<file path="src/rtl/sprite_row_engine_if.sv">
// Bundle of the scheduler handshake, sprite ROM port and line-buffer write port
// for one sprite_row_engine pipe.
interface sprite_row_engine_if #(
  parameter int unsigned SPRITE_W   = 16,
  parameter int unsigned ROW_BITS   = 4,
  parameter int unsigned FRAME_BITS = 8,
  parameter int unsigned PIX_W      = 16,
  parameter int unsigned COL_W      = 10
);
  localparam int unsigned ROM_AW = FRAME_BITS + ROW_BITS + $clog2(SPRITE_W);

  logic                  start;
  logic [COL_W:0]        col_base;
  logic                  flip;
  logic                  scale2x;
  logic [FRAME_BITS-1:0] frame_id;
  logic [ROW_BITS-1:0]   row_off;
  logic [ROM_AW-1:0]     rom_addr;
  logic [PIX_W-1:0]      rom_q;
  logic [COL_W-1:0]      pixel_col;
  logic [PIX_W-1:0]      pixel_data;
  logic                  wren;
  logic                  busy;
  logic                  done;

  modport master (
    output start, col_base, flip, scale2x, frame_id, row_off, rom_q,
    input  rom_addr, pixel_col, pixel_data, wren, busy, done
  );

  modport slave (
    input  start, col_base, flip, scale2x, frame_id, row_off, rom_q,
    output rom_addr, pixel_col, pixel_data, wren, busy, done
  );
endinterface

</file>
<file path="src/rtl/sprite_row_engine.sv">
// Renders one sprite row into the line buffer: fetches texels, optionally mirrors
// or doubles them, drops transparent texels and clips to the visible line.
module sprite_row_engine #(
  parameter int unsigned SPRITE_W   = 16,
  parameter int unsigned ROW_BITS   = 4,
  parameter int unsigned FRAME_BITS = 8,
  parameter int unsigned PIX_W      = 16,
  parameter int unsigned COL_W      = 10,
  parameter int unsigned LINE_W     = 640,
  parameter int unsigned ROM_LAT    = 1
) (
  input logic                clk_i,
  input logic                reset_i,
  sprite_row_engine_if.slave bus_io
);
  localparam int unsigned IDX_W  = $clog2(SPRITE_W);
  localparam int unsigned ROM_AW = FRAME_BITS + ROW_BITS + IDX_W;
  localparam int unsigned KW     = IDX_W + 1;
  localparam int unsigned CW     = COL_W + 2;

  localparam logic [IDX_W-1:0] IdxLast = IDX_W'(SPRITE_W - 1);
  localparam logic [KW-1:0]    KLast1  = KW'(SPRITE_W - 1);
  localparam logic [KW-1:0]    KLast2  = KW'(2 * SPRITE_W - 1);
  localparam logic [CW-1:0]    LineWC  = CW'(LINE_W);

  typedef enum logic [1:0] {StIdle, StFetch, StDrain} state_e;

  state_e                state_q, state_d;
  logic [IDX_W-1:0]      idx_q, idx_d;
  logic                  dup_q, dup_d;
  logic [ROM_AW-1:0]     rom_addr_q, rom_addr_d;
  logic [COL_W:0]        col_base_q;
  logic                  flip_q, scale_q;
  logic [FRAME_BITS-1:0] frame_q;
  logic [ROW_BITS-1:0]   row_q;
  logic [ROM_LAT-1:0]    vld_q;
  logic [KW-1:0]         k_q [ROM_LAT];

  logic          issue, accept, done, out_vld, in_line;
  logic [KW-1:0] slot_k, out_k, k_last, pos;
  logic [CW-1:0] col;

  assign slot_k  = scale_q ? {idx_q, dup_q} : {1'b0, idx_q};
  assign out_vld = vld_q[ROM_LAT-1];
  assign out_k   = k_q[ROM_LAT-1];
  assign k_last  = scale_q ? KLast2 : KLast1;
  assign pos     = flip_q ? (k_last - out_k) : out_k;
  // Sign-extended base plus unsigned offset: two's-complement sum in CW bits.
  assign col     = {col_base_q[COL_W], col_base_q} + {{(CW - KW){1'b0}}, pos};
  assign in_line = !col[CW-1] && (col < LineWC);
  assign done    = (state_q == StDrain) && out_vld && (out_k == k_last);
  assign accept  = bus_io.start && ((state_q == StIdle) || done);

  assign bus_io.rom_addr   = rom_addr_q;
  assign bus_io.pixel_col  = col[COL_W-1:0];
  assign bus_io.pixel_data = bus_io.rom_q;
  assign bus_io.wren       = out_vld && !bus_io.rom_q[PIX_W-1] && in_line;
  assign bus_io.busy       = (state_q != StIdle);
  assign bus_io.done       = done;

  always_comb begin
    state_d    = state_q;
    idx_d      = idx_q;
    dup_d      = dup_q;
    rom_addr_d = rom_addr_q;
    issue      = 1'b0;
    unique case (state_q)
      StIdle: state_d = StIdle;
      StFetch: begin
        issue = 1'b1;
        if (scale_q && !dup_q) begin
          dup_d = 1'b1;
        end else begin
          dup_d      = 1'b0;
          idx_d      = idx_q + 1'b1;
          rom_addr_d = {frame_q, row_q, idx_d};
          if (idx_q == IdxLast) state_d = StDrain;
        end
      end
      StDrain: if (done) state_d = StIdle;
      default: state_d = StIdle;
    endcase
    // A start in the done slot chains straight into the next row.
    if (accept) begin
      state_d    = StFetch;
      idx_d      = '0;
      dup_d      = 1'b0;
      rom_addr_d = {bus_io.frame_id, bus_io.row_off, {IDX_W{1'b0}}};
    end
  end

  always_ff @(posedge clk_i) begin
    if (reset_i) begin
      state_q    <= StIdle;
      idx_q      <= '0;
      dup_q      <= 1'b0;
      rom_addr_q <= '0;
      col_base_q <= '0;
      flip_q     <= 1'b0;
      scale_q    <= 1'b0;
      frame_q    <= '0;
      row_q      <= '0;
      vld_q      <= '0;
      for (int i = 0; i < ROM_LAT; i++) k_q[i] <= '0;
    end else begin
      state_q    <= state_d;
      idx_q      <= idx_d;
      dup_q      <= dup_d;
      rom_addr_q <= rom_addr_d;
      if (accept) begin
        col_base_q <= bus_io.col_base;
        flip_q     <= bus_io.flip;
        scale_q    <= bus_io.scale2x;
        frame_q    <= bus_io.frame_id;
        row_q      <= bus_io.row_off;
      end
      // Slot tags ride alongside the ROM read so they line up with rom_q.
      vld_q[0] <= issue;
      k_q[0]   <= slot_k;
      for (int i = 1; i < ROM_LAT; i++) begin
        vld_q[i] <= vld_q[i-1];
        k_q[i]   <= k_q[i-1];
      end
    end
  end
endmodule

</file>
<file path="src/flat_wrapper.sv">
// flat-port wrapper written by rule: the top's interface ports become plain ports
module sprite_row_engine_flat 
#(
  parameter int unsigned SPRITE_W   = 16,
  parameter int unsigned ROW_BITS   = 4,
  parameter int unsigned FRAME_BITS = 8,
  parameter int unsigned PIX_W      = 16,
  parameter int unsigned COL_W      = 10,
  parameter int unsigned LINE_W     = 640,
  parameter int unsigned ROM_LAT    = 1
)
  (clk_i, reset_i, bus_io_start, bus_io_col_base, bus_io_flip, bus_io_scale2x, bus_io_frame_id, bus_io_row_off, bus_io_rom_q, bus_io_rom_addr, bus_io_pixel_col, bus_io_pixel_data, bus_io_wren, bus_io_busy, bus_io_done);
  sprite_row_engine_if #(.SPRITE_W(SPRITE_W), .ROW_BITS(ROW_BITS), .FRAME_BITS(FRAME_BITS), .PIX_W(PIX_W), .COL_W(COL_W)) bus_io_i ();
  input logic clk_i;
  input logic reset_i;
  input wire logic [$bits(bus_io_i.start)-1:0] bus_io_start;
  input wire logic [$bits(bus_io_i.col_base)-1:0] bus_io_col_base;
  input wire logic [$bits(bus_io_i.flip)-1:0] bus_io_flip;
  input wire logic [$bits(bus_io_i.scale2x)-1:0] bus_io_scale2x;
  input wire logic [$bits(bus_io_i.frame_id)-1:0] bus_io_frame_id;
  input wire logic [$bits(bus_io_i.row_off)-1:0] bus_io_row_off;
  input wire logic [$bits(bus_io_i.rom_q)-1:0] bus_io_rom_q;
  output wire logic [$bits(bus_io_i.rom_addr)-1:0] bus_io_rom_addr;
  output wire logic [$bits(bus_io_i.pixel_col)-1:0] bus_io_pixel_col;
  output wire logic [$bits(bus_io_i.pixel_data)-1:0] bus_io_pixel_data;
  output wire logic [$bits(bus_io_i.wren)-1:0] bus_io_wren;
  output wire logic [$bits(bus_io_i.busy)-1:0] bus_io_busy;
  output wire logic [$bits(bus_io_i.done)-1:0] bus_io_done;
  assign bus_io_i.start = bus_io_start;
  assign bus_io_i.col_base = bus_io_col_base;
  assign bus_io_i.flip = bus_io_flip;
  assign bus_io_i.scale2x = bus_io_scale2x;
  assign bus_io_i.frame_id = bus_io_frame_id;
  assign bus_io_i.row_off = bus_io_row_off;
  assign bus_io_i.rom_q = bus_io_rom_q;
  assign bus_io_rom_addr = bus_io_i.rom_addr;
  assign bus_io_pixel_col = bus_io_i.pixel_col;
  assign bus_io_pixel_data = bus_io_i.pixel_data;
  assign bus_io_wren = bus_io_i.wren;
  assign bus_io_busy = bus_io_i.busy;
  assign bus_io_done = bus_io_i.done;
  sprite_row_engine #(.SPRITE_W(SPRITE_W), .ROW_BITS(ROW_BITS), .FRAME_BITS(FRAME_BITS), .PIX_W(PIX_W), .COL_W(COL_W), .LINE_W(LINE_W), .ROM_LAT(ROM_LAT)) u_core (.clk_i(clk_i), .reset_i(reset_i), .bus_io(bus_io_i));
endmodule
</file>
<file path="config.mk">
export PLATFORM = sky130hd
export DESIGN_NAME = sprite_row_engine_flat
export DESIGN_NICKNAME = d
export VERILOG_FILES = /design/src/rtl/sprite_row_engine_if.sv /design/src/rtl/sprite_row_engine.sv /design/src/flat_wrapper.sv
export SDC_FILE = /design/constraint.sdc
export NUM_CORES = 1
export LEC_CHECK = 0
export CORE_MARGIN = 2
export CORE_UTILIZATION = 45
export CTS_CLUSTER_DIAMETER = 100
export DETAILED_ROUTE_END_ITERATION = 6
export PLACE_DENSITY_LB_ADDON = 0.08
export SLEW_MARGIN = 20
export SYNTH_ARGS = -nofsm -noshare
export SYNTH_HDL_FRONTEND = slang
export SYNTH_SLANG_ARGS = --single-unit
</file>
<file path="constraint.sdc">
create_clock -name clk_i -period 2.8 [get_ports clk_i]
set_input_delay 0.42 -clock clk_i [delete_from_list [all_inputs] [get_ports clk_i]]
set_output_delay 0.42 -clock clk_i [all_outputs]
set_load 0.02 [all_outputs]
</file>
==> results.toml, run 1 <==
[min_path]
worstHoldEndpoint = "u_core.frame_q[6]$_SDFFE_PP0P_"
hold_depth = 2
worstHoldPathType = "register to register"
holdCritStartpoint = "u_core.frame_q[6]$_SDFFE_PP0P_"

[die]
rows = 27
die_boundary_height_um = 79.4
starting_density_of_the_core_pct = 46.4
die_area_sq_um = 6300
die_width_um = 79.4
io_pins = 89
core-area_sq_um = 5510

[critical_path]
worst-setup-path-type = "register to output port"
crit_path_launch_type = "register"
worstReg2RegEnd = "u_core.row_q[1]$_SDFFE_PP0P_"
worstSetupEndpointType = "output port"
worst_r2r_path_depth = 7
ff2ff_setup_slack_ns = 0.82
crit_arrival_ns = 2.53
critical_path.reg2reg.startpoint = "u_core.scale_q$_SDFFE_PP0P_"
worst_ep_required_time_ns = 2.38
critical_path.max_fanout = 4

[logic_synthesis]
portion_of_the_post_synthesis_area_used_by_sequential_elements_pct = 39.2
synth_fp_nets = 353
seq_cells_post_synth = 50
yosys_warns = 0
netlist-cell-type-count = 40
syn_inst = 302
mappedNetlistArea_sq_um = 2550
synth_area_per_cell_sq_um = 8.46

[finish]
fill_cells = 507
area.growth.synth_to_final_pct = 28.0
antenna_cells = 0
share_of_cells_above_drive_strength_1_pct = 19.3
layout.cells.most_common = "nand2_1"
finalNetCount = 402
fin_cells = 424
final_cell_mix = "nand2_1, clkdlybuf4s50_1, dfxtp_1"

[global_route]
grt_pass1_wl_um = 8750
grt_antenna_before_repair = 0
global_route.usage.total_pct = 17.5
grt_start_max_net_pins = 51
grt_pass1_vias = 1895
grt-ovfl-total = 0

[clocking]
cts-root-buf = "clkbuf_8"
cts_max_path_buffers = 2
cts_tree = "yes"
cts.hold.buffers_added = 0
tritoncts_num_sinks = 50
ctsHtreeMaxLevel = 2
number_of_buffers_added_by_the_clock_tree_synthesis_step = 5
worst_setup_hold_path_clk_slew_ns = 0.08
clk-insertion-delay-late_ns = 0.30

[sta]
hold_violations = 0
fin_hold_ws_ns = 0.456
skew_ns = 0.00404
max_freq_mhz = 339
finalMaxSlewViolations = 0
final.setup.worst_slack_ns = -0.148
report.final.setup_viol = 2
unrepaired_setup_endpoints_after_global_routing = "yes"
worst_pin_slew_ns = 0.899
post_route_fraction_of_the_period_consumed_by_the_critical_path_pct = 105
timing.final.crit_period_ns = 2.95
worst_slew_margin_rel_pct = 40.0

[power]
power-per-cell-area_nw_per_um2 = 483
p_clk_share_pct = 29.8
power.share.sequential_pct = 49.2
switching_share_pct = 26.3
power_leakage_nw = 1.32
ir_drop_worst_case_vdd_v = 0.000325
comb_power_share_pct = 21.0
cellInternalPower_mw = 1.17
power.switching_mw = 0.416

[routing]
ant_nets = 0
drc_errors = 0
vias = 2071
route.final.wire_length_um = 5230
route.detailed.vias_per_inst = 4.88
drt_first_pass_iters = 4
routed_wire_length_per_instance_um = 12.3
drt-initial-drc-count = 53

[placed_design]
dp_hpwl_um = 3660
routabilityCongestion = 0.855
io_buffers = 58
post-place-cells = 414

[flow_run]
max_cap_viol_count = 0

[run_status]
status = "complete, but fails checks"
violations = "negative setup slack"
metrics by stage:
| step | setup TNS [ns] | total power, mW | setup slack, ns | utilization, % | area (sq um) |
|---|---|---|---|---|---|
| 2_1_floorplan | 0 | 1.03 | 0.0476 | - | 2570 |
| 3_3_place_gp | -0.651 | 1.13 | -0.238 | 56.6 | 3120 |
| 3_5_place_dp | -0.869 | 1.13 | -0.312 | 56.6 | 3120 |
| 4_1_cts | -0.204 | 1.60 | -0.134 | 58.9 | 3240 |
| 5_1_grt | -0.444 | 1.67 | -0.246 | 59.4 | 3270 |
| 6_report | -0.148 | 1.58 | -0.148 | 59.4 | 3270 |
flip-flops by register name, summed over array words and instances, names as in the netlist:
signal	cells
u_core.bus_io.rom_addr	12
u_core.col_base_q	11
u_core.dup_q	1
u_core.flip_q	1
u_core.frame_q	8
u_core.idx_q	4
u_core.k_q	5
u_core.out_vld	1
u_core.row_q	4
u_core.scale_q	1
u_core.state_q	2
power by group through the flow:
stage	Combinational, mW	Clock, mW	Sequential [mW]
floorplan	0.225	0	0.802
global placement	0.333	0	0.792
global route	0.365	0.520	0.783
CTS	0.335	0.490	0.777
finish	0.332	0.471	0.777
detailed placement	0.336	0	0.793
metal layers:
metal / part of all wire (%) / GRT usage, % / routed length (um)
met5: 0 / 0 / 0
met2: 48 / 28.9 / 2490
met1: 45 / 22.1 / 2370
met4: 1.2 / 6.90 / 65
met3: 5.8 / 4.20 / 301
kinds of logic after synthesis:
family / Yosys count / synth area share, %
AND/OR/NAND/NOR: 107 / 18.6
AO/OA/AOI/OAI: 63 / 14.9
flip-flops: 50 / 39.2
buffers and inverters: 41 / 10.4
multiplexers: 20 / 8.42
XOR/XNOR: 14 / 4.80
adder cells (fa/ha/maj): 7 / 3.72
worst max path at each step:
stage	to	slack, ns	cells past startpoint	startpoint
2_1_floorplan	bus_io_wren	0.05	10	u_core.flip_q$_SDFFE_PP0P_
3_3_place_gp	bus_io_wren	-0.24	10	u_core.flip_q$_SDFFE_PP0P_
3_5_place_dp	bus_io_wren	-0.31	10	u_core.flip_q$_SDFFE_PP0P_
4_1_cts	bus_io_wren	-0.13	10	u_core.flip_q$_SDFFE_PP0P_
5_1_grt	bus_io_wren	-0.25	10	u_core.flip_q$_SDFFE_PP0P_
6_report	bus_io_wren	-0.15	10	u_core.flip_q$_SDFFE_PP0P_
cell usage after synthesis, drive strengths merged:
cell     instances  area share [%]
a31oi            2            0.49
nand4            1            0.25
buf             25             8.0
dfxtp           50              39
a21o             2            0.59
clkbuf           9             1.3
o31a             2            0.69
xnor2            6             2.1
nor2            16             2.4
o311ai           1            0.34
nand2           68              10
o2111ai          2            0.69
nor4             1            0.83
o21a             2            0.88
nor2b            4            0.98
mux2            12             5.3
inv              7             1.0
a41oi            1            0.34
o311a            1            0.39
nand2b           5             1.2
a21oi           39             7.8
or2              1            0.25
o21bai           1            0.29
mux2i            8             3.1
nand3b           1            0.29
ha               6             2.9
and4             1            0.34
o22a             1            0.34
o21ai            7             1.5
nand3            4            0.78
nor3             5            0.98
fa               1            0.78
xor2             8             2.7
a211oi           2            0.59
timing repair:
action | 4_1_cts | 5_1_grt
setup buffers | 1 | 1
pin swaps | 3 | 3
gates resized for setup | 31 | 18
endpoints found under the setup margin | 8 | 9
cloned | 0 | 0
worst max-delay path, stage by stage (launching register included):
cell	delay (ns)
dfxtp_4	0.36
buf_4	0.15
xor2_1	0.15
ha_1	0.34
nor2b_2	0.18
o31a_1	0.30
buf_4	0.16
o311a_1	0.28
nand3_1	0.10
a31oi_2	0.04
buf_4	0.17
final cells by class:
class / count / area, sq um / area share, %
multi-input cells: 211 / 1350 / 41.2
clock buffers: 8 / 110 / 3.37
well taps: 72 / 90.1 / 2.75
flip-flops and latches: 50 / 1010 / 30.8
inverters: 7 / 26.3 / 0.803
repair buffers: 76 / 692 / 21.2
No activity file was read; power rests on OpenSTA's default activity.
==> run 2: changes to the inputs <==
--- a/config.mk
+++ b/config.mk
@@ -5,7 +5,6 @@
 export SDC_FILE = /design/constraint.sdc
 export NUM_CORES = 1
 export LEC_CHECK = 0
-export CORE_MARGIN = 2
 export CORE_UTILIZATION = 45
 export CTS_CLUSTER_DIAMETER = 100
 export DETAILED_ROUTE_END_ITERATION = 6
==> constraint.sdc (replaced) <==
create_clock -name clk_i -period 2.8 [get_ports clk_i]
set_input_delay 0.42 -clock clk_i [delete_from_list [all_inputs] [get_ports clk_i]]
set_output_delay 0.42 -clock clk_i [all_outputs]
set_load 0.005 [all_outputs]
==> run 2 against run 1 <==
  * The run still ends with negative setup slack left
  * Worst hold slack got worse by 0.00058 ns
  * Routed wire length decreased by 0.21%
  * Clock power decreased by 18%
  * Sequential share of layout area decreased by 0.71 points
  * Register-to-register slack got worse by 0.02 ns
  * Clock-buffer cell count decreased by 1
  * Via count increased by 2.6%
  * Flip-flop and latch count unchanged
  * Cell count decreased by 0.24%
==> results.toml, run 2 (synthesis results as in run 1) <==
[run_status]
violations = "negative setup slack"
status = "complete, but fails checks"

[power]
ir_drop_worst_case_vdd_v = 0.000313
p_clk_share_pct = 26.1
power-per-cell-area_nw_per_um2 = 442
power.switching_mw = 0.377
power_mw = 1.48
switching_share_pct = 25.6
comb_power_share_pct = 21.2
power.share.sequential_pct = 52.7
power_leakage_nw = 1.31
cellInternalPower_mw = 1.10

[global_route]
grt_antenna_before_repair = 0
grt_pass1_vias = 1872
grt-ovfl-total = 0
global_route.usage.total_pct = 17.8
grt_pass1_wl_um = 8490
grt_start_max_net_pins = 51

[critical_path]
path_common_cell = "o31a_1"
critical_path.top_delay_family = "compound AO/OA/AOI/OAI gates"
worstSetupEndpointType = "output port"
critical_path.max_fanout = 3
crit_path_launch_type = "register"
critical_path.cell_chain = "xor2_2 > ha_2 > inv_2 > fa_2 > nor2b_4 > o31a_1 > buf_4 > mux2i_1 > o31a_1 > a31oi_1 > buf_2"
cpMaxStageDelayCell = "dfxtp_4"
critical_path_max_stage_delay_ns = 0.37
worst_ep_required_time_ns = 2.38
worst-setup-path-type = "register to output port"
critical_path_buf_inv_count = 3
crit_arrival_ns = 2.48

[die]
core-area_sq_um = 5470
die_boundary_height_um = 77.4
starting_density_of_the_core_pct = 46.7
rows = 27
die_area_sq_um = 5980
die_width_um = 77.4
io_pins = 89

[clocking]
worst_setup_hold_path_clk_slew_ns = 0.08
ctsHtreeMaxLevel = 2
cts_tree = "yes"
cts.hold.buffers_added = 0
number_of_buffers_added_by_the_clock_tree_synthesis_step = 5
cts_max_path_buffers = 2
cts-root-buf = "clkbuf_8"
tritoncts_num_sinks = 50
clk-insertion-delay-late_ns = 0.29

[min_path]
worstHoldPathType = "register to register"

[sta]
post_route_fraction_of_the_period_consumed_by_the_critical_path_pct = 104
skew_ns = 0.00470
worst_pin_slew_ns = 0.886
max_freq_mhz = 344
fin_hold_ws_ns = 0.455
unrepaired_setup_endpoints_after_global_routing = "yes"
report.final.setup_viol = 2
final.setup.worst_slack_ns = -0.105
worst_slew_margin_rel_pct = 40.9
hold_violations = 0
setup_total_negative_slack_ns = -0.139
finalMaxSlewViolations = 0
timing.final.crit_period_ns = 2.90

[placed_design]
io_buffers = 58
routabilityCongestion = 0.802
dp_hpwl_um = 3440
detailed_place.area_sq_um = 3070

[finish]
area.growth.synth_to_final_pct = 30.9
final_cell_mix = "nand2_1, clkdlybuf4s50_1, dfxtp_1"
post-route-cell-area_sq_um = 3340
final_core_utilization_pct = 61.1
antenna_cells = 0
share_of_cells_above_drive_strength_1_pct = 19.7
fill_cells = 520
layout.cells.most_common = "nand2_1"
largest_reg_flops = 12
finalNetCount = 402

[routing]
ant_nets = 0
routed_wire_length_per_instance_um = 12.3
route.final.wire_length_um = 5220
drt_first_pass_iters = 4
vias = 2124
drc_errors = 0
route.detailed.vias_per_inst = 5.02
drt-initial-drc-count = 87

[flow_run]
max_cap_viol_count = 0
## run 2: timing repair
action                                  in CTS  in global routing
endpoints found under the hold margin        0                  0
resized for setup                           29                 25
pin swaps                                    9                  8
endpoints found under the setup margin       8                  8
cloned                                       0                  0
setup buffers                                5                  2
## run 2: tightest hold or removal path, cell delays in order (launching register included)
cell and delay, ns:
dfxtp_1 0.31, nand2_1 0.05, a21oi_1 0.05
## run 2: path summary, 6_finish.rpt
kind / from / end / slack, ns / cells after the start
worst max register to register: u_core.scale_q$_SDFFE_PP0P_ / u_core.bus_io.rom_addr[13]$_SDFFE_PP0P_ / 0.80 / 6
worst min register to register: u_core.frame_q[0]$_SDFFE_PP0P_ / u_core.frame_q[0]$_SDFFE_PP0P_ / 0.46 / 2
worst max-delay path: u_core.flip_q$_SDFFE_PP0P_ / bus_io_wren / -0.10 / 11
worst min-delay path: u_core.frame_q[0]$_SDFFE_PP0P_ / u_core.frame_q[0]$_SDFFE_PP0P_ / 0.46 / 2
## run 2: per-stage QoR
step | instances | setup slack (ns)
final | 423 | -0.105
after global routing | 423 | -0.250
after floorplan | 302 | 0.192
after global placement | 410 | -0.115
after CTS | 422 | -0.150
after detailed placement | 410 | -0.200
## run 2: cell type report
type	instances	area, sq um	share of cell area, %
timing repair buffer	76	702	21.0
clock buffer	7	76.3	2.28
tap	72	90.1	2.69
inverter	7	26.3	0.786
sequential	50	1000	30.1
multi-input combinational	211	1440	43.2
## run 2: power groups by stage
stage / Combinational, mW / Sequential [mW] / Clock [mW]
2_1_floorplan: 0.187 / 0.787 / 0
6_report: 0.313 / 0.779 / 0.385
3_3_place_gp: 0.292 / 0.792 / 0
5_1_grt: 0.348 / 0.785 / 0.432
4_1_cts: 0.302 / 0.777 / 0.404
3_5_place_dp: 0.294 / 0.793 / 0
## run 2: per-layer routing
| metal | track usage [%] | up-vias | share of wire (%) |
|---|---|---|---|
| li1 | - | 1092 | - |
| met1 | 21.7 | 971 | 44 |
| met2 | 29.7 | 52 | 49 |
| met3 | 4.59 | 9 | 5.6 |
| met4 | 7.36 | 0 | 1.3 |
| met5 | 0 | - | 0 |
==> run 3: changes to the inputs <==
--- a/config.mk
+++ b/config.mk
@@ -9,7 +9,6 @@
 export CTS_CLUSTER_DIAMETER = 100
 export DETAILED_ROUTE_END_ITERATION = 6
 export PLACE_DENSITY_LB_ADDON = 0.08
-export SLEW_MARGIN = 20
 export SYNTH_ARGS = -nofsm -noshare
 export SYNTH_HDL_FRONTEND = slang
 export SYNTH_SLANG_ARGS = --single-unit
==> constraint.sdc (replaced) <==
create_clock -name clk_i -period 3 [get_ports clk_i]
set_input_delay 0.45 -clock clk_i [delete_from_list [all_inputs] [get_ports clk_i]]
set_output_delay 0.45 -clock clk_i [all_outputs]
set_load 0.005 [all_outputs]
==> run 3 against run 2 <==
  * The flow now finishes without violations
  * Setup slack improved by 0.21 ns
  * Sequential power fell by 7.1%
  * Sequential share of layout area rose by 1.4 points
  * Clock power fell by 7.3%
  * Non-clock buffer count fell by 6
  * Total power fell by 8.2%
  * Clock skew rose by 0.0017 ns
  * Via count fell by 2.2%
  * Largest cell class unchanged
  * Highest routed layer unchanged
==> results.toml, run 3 (synthesis results as in run 1) <==
[power]
power_leakage_nw = 1.23
cellInternalPower_mw = 1.01
ir_drop_worst_case_vdd_v = 0.000281
p_clk_share_pct = 26.3
power.switching_mw = 0.341
comb_power_share_pct = 20.3
switching_share_pct = 25.2
power_mw = 1.36
power-per-cell-area_nw_per_um2 = 426
power.share.sequential_pct = 53.4

[finish]
layout.cells.most_common = "nand2_1"
fin_cells = 417
final_cell_mix = "nand2_1, clkdlybuf4s50_1, dfxtp_1"
antenna_cells = 0
largest_reg_flops = 12
share_of_cells_above_drive_strength_1_pct = 14.8
finalNetCount = 396
area.growth.synth_to_final_pct = 24.7
fill_cells = 529

[sta]
finalMaxSlewViolations = 0
post_route_fraction_of_the_period_consumed_by_the_critical_path_pct = 96.6
worst_pin_slew_ns = 0.897
hold_violations = 0
timing.final.crit_period_ns = 2.90
final.setup.worst_slack_ns = 0.103
skew_ns = 0.00643
report.final.setup_viol = 0
worst_slew_margin_rel_pct = 40.2
unrepaired_setup_endpoints_after_global_routing = "yes"
max_freq_mhz = 345

[clocking]
tritoncts_num_sinks = 50
number_of_buffers_added_by_the_clock_tree_synthesis_step = 5
worst_setup_hold_path_clk_slew_ns = 0.08
cts_tree = "yes"
ctsHtreeMaxLevel = 2
cts_max_path_buffers = 2
cts-root-buf = "clkbuf_8"
clk-insertion-delay-late_ns = 0.29

[flow_run]
max_cap_viol_count = 0

[routing]
route.detailed.vias_per_inst = 4.98
routed_wire_length_per_instance_um = 12.2
ant_nets = 0
route.final.wire_length_um = 5070
drt_first_pass_iters = 4
drt-initial-drc-count = 81
drc_errors = 0
vias = 2077

[critical_path]
worstSetupEndpoint = "bus_io_wren"
crit_arrival_ns = 2.45
critical_path.cell_chain = "buf_4 > xor2_1 > ha_2 > nor2b_4 > o31a_1 > buf_4 > mux2i_1 > o31a_1 > a31oi_1 > buf_2"
crit_path_launch_type = "register"
worst-setup-path-type = "register to output port"
critical_path.max_fanout = 4
worst_r2r_path_depth = 6
worstSetupEndpointType = "output port"
worst_ep_required_time_ns = 2.55
worstReg2RegEnd = "u_core.bus_io.rom_addr[12]$_SDFFE_PP0P_"
critical_path_max_stage_delay_ns = 0.34
cpMaxStageDelayCell = "dfxtp_2"
critical_path.reg2reg.startpoint = "u_core.scale_q$_SDFFE_PP0P_"
ff2ff_setup_slack_ns = 1.01
worst_setup_path_startpoint = "u_core.flip_q$_SDFFE_PP0P_"

[die]
die_area_sq_um = 5980
core-area_sq_um = 5470
io_pins = 89
die_boundary_height_um = 77.4
rows = 27
starting_density_of_the_core_pct = 46.7
die_width_um = 77.4

[global_route]
grt_pass1_vias = 1900
grt-ovfl-total = 0
grt_pass1_wl_um = 8520
grt_antenna_before_repair = 0
global_route.usage.total_pct = 17.8
grt_start_max_net_pins = 51

[min_path]
worstHoldPathType = "register to register"

[placed_design]
pre_cts_ws_ns = -0.0115
dp_hpwl_um = 3390
routabilityCongestion = 0.782
post-place-cells = 405
io_buffers = 58

[run_status]
status = "completed"
-- run 3: cell types whose count changed in the layout (fill, tap and decap cells not counted), moves of 3 or more --
cell             change
buf_2                -3
xor2_1               +3
o21ai_1              +3
clkdlybuf4s50_1      +4
buf_4                -4
ha_4                 -3
-- run 3: cell type report --
cell class                 instances  area, sq um  area share (%)
sequential                        50         1000            31.4
tap                               72         90.1            2.83
multi-input combinational        211         1330            41.8
timing repair buffer              70          661            20.7
clock buffer                       7         76.3            2.39
inverter                           7         26.3           0.824
-- run 3: worst max-delay path: cells and delay by family (launching register included) --
family          cells  cell delay [ns]
mux                 1             0.10
fa+ha+maj           1             0.32
xor+xnor            1             0.15
simple gates        1             0.13
compound gates      3             0.69
flops               1             0.34
buf+inv             3             0.42
-- run 3: worst min-delay path by stage --
stage,from,to,slack (ns),depth (start not counted)
after global routing,u_core.frame_q[4]$_SDFFE_PP0P_,u_core.frame_q[4]$_SDFFE_PP0P_,0.47,2
final,u_core.frame_q[0]$_SDFFE_PP0P_,u_core.frame_q[0]$_SDFFE_PP0P_,0.45,2
after global placement,u_core.row_q[0]$_SDFFE_PP0P_,u_core.row_q[0]$_SDFFE_PP0P_,0.44,2
after floorplan,u_core.frame_q[7]$_SDFFE_PP0P_,u_core.frame_q[7]$_SDFFE_PP0P_,0.43,2
after CTS,u_core.frame_q[0]$_SDFFE_PP0P_,u_core.frame_q[0]$_SDFFE_PP0P_,0.46,2
after detailed placement,u_core.frame_q[6]$_SDFFE_PP0P_,u_core.frame_q[6]$_SDFFE_PP0P_,0.45,2
-- run 3: through the flow --
stage | TNS [ns] | cell area [sq um] | utilization (%) | hold slack [ns]
floorplan | 0 | 2550 | - | 0.433
global placement | 0 | 3030 | 55.4 | 0.441
detailed placement | -0.0115 | 3030 | 55.4 | 0.447
CTS | -0.0602 | 3130 | 57.1 | 0.457
global route | -0.139 | 3190 | 58.2 | 0.471
finish | 0 | 3190 | 58.2 | 0.451
-- run 3: power by group through the flow --
stage                     registers (mW)  clock network [mW]  logic (mW)
after detailed placement           0.740                   0       0.266
after global placement             0.740                   0       0.263
after global routing               0.730               0.404       0.305
final                              0.724               0.357       0.275
after CTS                          0.725               0.374       0.269
after floorplan                    0.735                   0       0.174
-- run 3: what timing repair did --
| item | 4_1_cts | 5_1_grt |
|---|---|---|
| endpoints found under the hold margin | 0 | 0 |
| setup buffers | 2 | 3 |
| gates resized for setup | 10 | 14 |
| pin swaps | 3 | 6 |
| hold buffers | 0 | 0 |
| setup endpoints to repair | 6 | 6 |
| gates cloned | 0 | 0 |
-- run 3: per-layer routing --
metal	GRT usage (%)	vias up	part of all wire, %
li1	-	1085	-
met1	20.9	934	45
met2	30.8	49	49
met3	4.71	9	4.7
met4	6.79	0	1.3
met5	0	-	0
